**src/rtl/pc_fetch_ctrl.sv**
```systemverilog
// IF-stage program counter: sequential fetch addresses over a request/grant
// port, with stall, delayed-branch redirect, flush, and a sticky misalign fault.
module pc_fetch_ctrl #(
  parameter int                 ADDR_W       = 32,
  parameter logic [ADDR_W-1:0]  RESET_VECTOR = '0,
  parameter int                 INST_LOG2    = 2
) (
  input  logic              clk,
  input  logic              rst,
  input  logic              stall_i,
  input  logic              branch_flag_i,
  input  logic [ADDR_W-1:0] branch_target_i,
  input  logic              flush_i,
  input  logic [ADDR_W-1:0] new_pc_i,
  input  logic              fetch_gnt_i,
  output logic              fetch_req_o,
  output logic [ADDR_W-1:0] fetch_addr_o,
  output logic [ADDR_W-1:0] pc_o,
  output logic              ce_o,
  output logic              misalign_o
);

  typedef enum logic {
    OFF = 1'b0,
    RUN = 1'b1
  } state_t;

  localparam logic [ADDR_W-1:0] STEP       = {{(ADDR_W-1){1'b0}}, 1'b1} << INST_LOG2;
  // STEP-1 is zero when INST_LOG2 is 0, so the check collapses to constant 0.
  localparam logic [ADDR_W-1:0] ALIGN_MASK = STEP - {{(ADDR_W-1){1'b0}}, 1'b1};

  state_t            state;
  logic [ADDR_W-1:0] pc;
  logic [ADDR_W-1:0] pending_target;
  logic              pending_valid;
  logic              misalign;
  logic              ce;
  logic              accept;
  logic [ADDR_W-1:0] next_pc;

  function automatic logic is_misaligned(input logic [ADDR_W-1:0] addr);
    return |(addr & ALIGN_MASK);
  endfunction

  // Handshake: fetch_req_o is valid, fetch_gnt_i is ready; a fetch of
  // fetch_addr_o transfers only on an edge where both are high, and the
  // address stays stable while the request waits for a grant.
  always_comb begin
    fetch_req_o = (state == RUN) & ~stall_i & ~misalign & ~flush_i;
    accept      = fetch_req_o & fetch_gnt_i;
    if (pending_valid)      next_pc = pending_target;
    else if (branch_flag_i) next_pc = branch_target_i;
    else                    next_pc = pc + STEP;
  end

  always_ff @(posedge clk) begin
    if (rst) begin
      state          <= OFF;
      ce             <= 1'b0;
      pc             <= RESET_VECTOR;
      pending_valid  <= 1'b0;
      pending_target <= '0;
      misalign       <= 1'b0;
    end else begin
      case (state)
        OFF: begin
          state <= RUN;
          ce    <= 1'b1;
        end
        RUN: begin
          if (flush_i) begin
            pc            <= new_pc_i;
            pending_valid <= 1'b0;
            misalign      <= is_misaligned(new_pc_i);
          end else if (accept) begin
            // The granted instruction is the delay slot; redirect applies after it.
            pc            <= next_pc;
            pending_valid <= 1'b0;
            misalign      <= is_misaligned(next_pc);
          end else if (branch_flag_i) begin
            pending_valid  <= 1'b1;
            pending_target <= branch_target_i;
          end
        end
        default: begin
          state <= OFF;
          ce    <= 1'b0;
        end
      endcase
    end
  end

  assign pc_o         = pc;
  assign fetch_addr_o = pc;
  assign ce_o         = ce;
  assign misalign_o   = misalign;

endmodule
```
**config.mk**
```make
export PLATFORM = sky130hd
export DESIGN_NAME = pc_fetch_ctrl
export DESIGN_NICKNAME = d
export VERILOG_FILES = /design/src/rtl/pc_fetch_ctrl.sv
export SDC_FILE = /design/constraint.sdc
export NUM_CORES = 1
export LEC_CHECK = 0
export CELL_PAD_IN_SITES_DETAIL_PLACEMENT = 1
export CELL_PAD_IN_SITES_GLOBAL_PLACEMENT = 1
export CORE_ASPECT_RATIO = 1.75
export CORE_MARGIN = 5
export CORE_UTILIZATION = 35
export DETAILED_ROUTE_END_ITERATION = 8
export GPL_TIMING_DRIVEN = 0
export PLACE_DENSITY_LB_ADDON = 0.05
export SLEW_MARGIN = 20
export SYNTH_ARGS = -nofsm -noshare
export SYNTH_HDL_FRONTEND = slang
export SYNTH_SLANG_ARGS = --single-unit
```
**constraint.sdc**
```tcl
create_clock -name clk -period 5.1 [get_ports clk]
set_input_delay 0.51 -clock clk [delete_from_list [all_inputs] [get_ports clk]]
set_output_delay 0.51 -clock clk [all_outputs]
set_load 0.05 [all_outputs]
```
### Yosys cells after proc, flatten, opt, wreduce, memory -nomap -nowiden

Cells that the tools add are included.

| storage, ports and cells | value |
|---|---|
| bits of input ports | 70 |
| logic and storage cells | 32 |
| register bits | 68 |
| output and inout port bits | 67 |

| operators by class | value |
|---|---|
| multiplexer cells | 10 |
| $add $sub $neg | 1 |
| bitwise logic cells | 8 |
| reduce and logical (&&, ||, !) cells | 7 |

Operators with widths:

| operator | number |
|---|---|
| two-way mux 32 bit | 4 |
| adder 32 x 3 -> 32 bit (second input constant) | 1 |
| two-way mux 1 bit | 6 |
| bitwise AND 1 bit | 4 |
| NOT 1 bit | 4 |
| AND reduction 2 bit | 2 |
| AND reduction 4 bit | 1 |
| OR reduction 2 bit | 2 |
| nonzero test 3 bit | 1 |
| nonzero test 2 bit | 1 |

### Logic depth before layout (Yosys ltp)

| depth | value |
|---|---|
| depth after elaboration | 7 |
| gate-level depth with buffers | 7 |
| gate-level depth less buffers | 6 |

### Least setup slack after synthesis

No wires, ideal clock.

| timing | value |
|---|---|
| path type | flip-flop to flip-flop |
| start point | register state |
| end point | register pc[9], in the netlist fetch_addr_o[9] |
| stages on the path, launching flop included | 7 |
| slack | 2.091 ns |
| path buffers | 1 |
| required time | 5.008 ns |
| clock period less this slack | 3.009 ns |
| library setup time | 0.092 ns |
| arrival time | 2.916 ns |
| cells stage by stage | dfxtp_1 > clkbuf_1 > inv_1 > nor4_1 > and2_1 > nand2_1 > o32ai_1 |

| on the way | value |
|---|---|
| word-level cells in the longest chain between the ends | 6 |

RTL lines:

| element | line | text |
|---|---|---|
| from (decl) | 32 | `state_t state;` |
| from (signal assigned) | 58 | `state <= OFF;` |
| from (signal assigned) | 67 | `state <= RUN;` |
| from (signal assigned) | 86 | `state <= OFF;` |
| bitwise AND 1 bit (3 in a row) | 49 | `fetch_req_o = (state == RUN) & ~stall_i & ~misalign & ~flush_i;` |
| via fetch_req_o | 16 | `output logic fetch_req_o,` |
| bitwise AND 1 bit | 50 | `accept = fetch_req_o & fetch_gnt_i;` |
| nonzero test 2 bit (no line) | n/a |  |
| AND reduction 2 bit (no line) | n/a |  |
| to (signal assigned) | 72 | `pc <= new_pc_i;` |
| to (signal assigned) | 77 | `pc <= next_pc;` |
| to (decl) | 33 | `logic [ADDR_W-1:0] pc;` |

The timed path passes the listed nets, and every way through them passes these cells.
A chain may end at the register's enable or synchronous reset.

### Worst setup path after layout

| timing | value |
|---|---|
| start point | register state |
| end point | output port fetch_req_o |

| on the way | value |
|---|---|
| word-level cells in the longest chain between the ends | 3 |

RTL lines:

| element | line |
|---|---|
| bitwise AND 1 bit (3 in a row) | 49 |
| to (decl) | 16 |

Every way passes these cells.

==> load_flow_metrics.sql <==
INSERT INTO impl_metrics (metric_group, metric, value, unit) VALUES
('timing', 'maxSlewHeadroom', '0.490', ''),
('die', 'die_h', '155', 'µm'),
('timing', 'setup_viol', '0', ''),
('worst_setup_path', 'worst-setup-path-type', 'reg2out', ''),
('timing', 'post-route-period-util', '0.615', ''),
('die', 'num_io_pins', '137', ''),
('logic_synthesis', 'postSynthCellCount', '583', ''),
('finish', 'syn_to_final_growth', '42.8', '%'),
('global_routing', 'first_global_vias', '5596', ''),
('worst_setup_path', 'critical_path_arrival', '2.63', 'ns'),
('job', 'cap_violations', '0', ''),
('finish', 'final_net_count', '799', ''),
('route', 'drc', '0', ''),
('logic_synthesis', 'synth_cell_types', '58', ''),
('power', 'leakage', '2.18', 'nW'),
('logic_synthesis', 'ys_async_sr_fraction', '0', ''),
('logic_synthesis', 'synth-edff-count', '0', ''),
('power', 'power_density', '294', 'nW/µm²'),
('timing', 'timing.clock.skew', '0.00475', 'ns'),
('timing', 'rsz0062_at_grt', 'false', ''),
('logic_synthesis', 'synth_area_leader_cell', 'dfxtp_1', ''),
('worst_setup_path', 'critical_path_end_type', 'output pin', ''),
('logic_synthesis', 'netlist.area_leader.share', '0.323', ''),
('worst_setup_path', 'worst-path-max-fanout', '10', ''),
('logic_synthesis', 'synth_top_flop_cell', 'dfxtp_1', ''),
('logic_synthesis', 'synth.avg_cell_area', '7.24', 'µm²'),
('clocking', 'cts.root.buffer_cell', 'clkbuf_16', ''),
('clocking', 'cts_resized', '0', ''),
('clocking', 'clkSinkCount', '68', ''),
('clocking', 'post_cts_hold_buffer_count', '0', ''),
('timing', 'clock.fmax', '319', 'MHz'),
('logic_synthesis', 'synth_area_leaders', 'dfxtp_1 32%, nand2_1 9.3%, a21oi_1 6.2%, buf_4 5.7%, o21ai_0 4.6%', ''),
('route', 'dr.pass1.iters', '7', ''),
('clocking', 'cts.repair_timing.setup_buffer_count', '0', ''),
('clocking', 'cts.clk_slew.worst_paths', '0.05', 'ns'),
('clocking', 'clock_tree.htree_level_count', '3', ''),
('timing', 'report.final.hold_viol_count', '0', ''),
('logic_synthesis', 'synth_warnings', '0', ''),
('placement', 'finalWeightedCongestion', '0.927', ''),
('worst_hold_path', 'hold_class', 'reg2reg', ''),
('placement', 'postPlaceCellArea', '5730', 'µm²'),
('logic_synthesis', 'mappedNetlistNets', '654', ''),
('finish', 'antenna_cells', '0', ''),
('timing', 'holdWs', '0.453', 'ns'),
('timing', 'timing.setup.tns', '0', 'ns'),
('route', 'detail-route-antenna-nets', '0', ''),
('worst_setup_path', 'critical_path_start_type', 'register', ''),
('global_routing', 'grt_remaining_overflow', '0', ''),
('clocking', 'tritoncts', 'done', ''),
('route', 'post_drt_via_cell_ratio', '5.91', ''),
('power', 'power', '0.00177', 'W'),
('logic_synthesis', 'netlist_area', '4220', 'µm²'),
('die', 'fp-row-count', '53', ''),
('worst_setup_path', 'worstPathRequired', '4.59', 'ns'),
('logic_synthesis', 'count_of_state_elements_after_synthesis', '68', ''),
('status', 'status', 'completed', ''),
('timing', 'min_period', '3.14', 'ns'),
('route', 'detail_route.wl_per_cell', '22.5', 'µm'),
('worst_setup_path', 'reg_to_reg_setup_timing_slack', '2.30', 'ns'),
('die', 'fp.coreArea', '11900', 'µm²'),
('finish', 'final_layout_size_suffix_gt1_frac', '0.0766', ''),
('power', 'irDropWorstVdd', '0.188', 'mV'),
('route', 'wl', '19.5', 'mm'),
('placement', 'detailedPlacementHpwl', '15.1', 'mm'),
('clocking', 'clkLatencyLatePin', '0.35', 'ns'),
('global_routing', 'grt_first_pass_wirelength', '30.2', 'mm'),
('logic_synthesis', 'synth-seq-area-share', '0.323', ''),
('placement', 'place.port_buffers', '134', ''),
('timing', 'report.final.slew_viol_count', '0', ''),
('finish', 'final_area', '6020', 'µm²'),
('die', 'die_width', '93.0', 'µm'),
('global_routing', 'largest_net_degree_at_the_start_of_global_routing', '11', ''),
('route', 'route.vias.total', '5130', ''),
('clocking', 'numCtsBuffers', '9', ''),
('global_routing', 'gr-usage-all-layers', '0.274', ''),
('die', 'initial_utilization', '0.353', ''),
('timing', 'worstMarginPinSlew', '0.758', 'ns'),
('die', 'fp.dieArea', '14400', 'µm²'),
('finish', 'utilization', '0.505', ''),
('route', 'drtIter0Drc', '245', ''),
('global_routing', 'antenna_found_initial', '0', ''),
('clocking', 'cts_max_path_bufs', '2', '');
[flip-flops by register name, indices dropped and copies added (netlist names)]
register	flops
ce_o	1
fetch_addr_o	32
misalign_o	1
pending_target	32
pending_valid	1
state	1
[routing by layer]
layer,wire [µm],GRT usage,vias to the layer above,share of wire
met5,0,0,-,0
met4,1490,0.204,0,0.076
met3,972,0.0508,85,0.050
met2,10000,0.487,203,0.51
met1,7040,0.278,2474,0.36
li1,-,-,2368,-
[synthesized netlist by cell type, types with 9 or more instances]
| master | instances |
|---|---|
| buf_4 | 32 |
| nand3_1 | 27 |
| a21o_1 | 11 |
| dfxtp_1 | 68 |
| nor3_1 | 17 |
| a31oi_1 | 19 |
| o211ai_1 | 12 |
| o21ai_0 | 39 |
| nand4_1 | 10 |
| clkbuf_1 | 36 |
| nor2_1 | 34 |
| mux2i_1 | 9 |
| a21oi_1 | 52 |
| nand2_1 | 105 |
[through the flow]
stage / setup WS [ns] / std cells
floorplan: 2.09 / 583
detailed placement: 1.75 / 854
global route: 1.77 / 868
CTS: 1.97 / 868
finish: 1.96 / 868
global placement: 1.71 / 854
[report_power, final]
| group | internal, W | switching (W) | total, W |
|---|---|---|---|
| Combinational | 0.000200 | 0.000322 | 0.000522 |
| Clock | 0.000399 | 0.000241 | 0.000640 |
| Sequential | 0.000563 | 0.0000464 | 0.000609 |
[final cells by class]
type	instances	area [µm²]
plain buffers	76	408
clock buffers	12	256
clock inverters	2	35.0
fillers	1517	5910
inverters	7	26.3
multi-input cells	432	2420
flip-flops and latches	68	1360
well taps	137	171
repair buffers	134	1340
[worst max-delay path, cell delays in order (launching register included)]
cell	delay, ns
dfxtp_1	0.31
clkbuf_1	0.39
inv_1	0.28
nor4_1	0.41
clkdlybuf4s50_1	0.89
[final timing paths]
| kind | from | endpoint | depth (start not counted) |
|---|---|---|---|
| hold reg to reg | pending_target[5]$_SDFFE_PP0P_ | pending_target[5]$_SDFFE_PP0P_ | 2 |
| setup / recovery | state$_DFF_P_ | fetch_req_o | 4 |
| hold / removal | pending_target[5]$_SDFFE_PP0P_ | pending_target[5]$_SDFFE_PP0P_ | 2 |
| setup reg to reg | misalign_o$_SDFFE_PP0P_ | fetch_addr_o[24]$_SDFFE_PP0P_ | 6 |
[layout by cell type (no fill, tap or decap), types with 6 or more instances in the layout]
| master | instances |
|---|---|
| nor2_1 | 34 |
| clkbuf_16 | 9 |
| buf_4 | 32 |
| a21o_1 | 11 |
| clkbuf_1 | 37 |
| nand2_1 | 105 |
| nand3_1 | 27 |
| or3_1 | 7 |
| clkdlybuf4s50_1 | 134 |
| a21oi_1 | 52 |
| a211oi_1 | 6 |
| a31oi_1 | 19 |
| nand4_1 | 10 |
| buf_1 | 6 |
| or4_1 | 8 |
| o22ai_1 | 6 |
| o211ai_1 | 12 |
| o21ai_0 | 39 |
| dfxtp_1 | 68 |
| nor3_1 | 17 |
| mux2i_1 | 9 |
[cell families after synthesis]
family	count (synthesis)	share of synthesized area
and+or+nand+nor	237	0.270
AOI/OAI and AO/OA	176	0.260
buffers and inverters	83	0.103
DFF	68	0.323
muxes	10	0.0240
xor gates and xnor gates	8	0.0166
adders and majority gates	1	0.00297
Power figures use the tool's default switching activity.
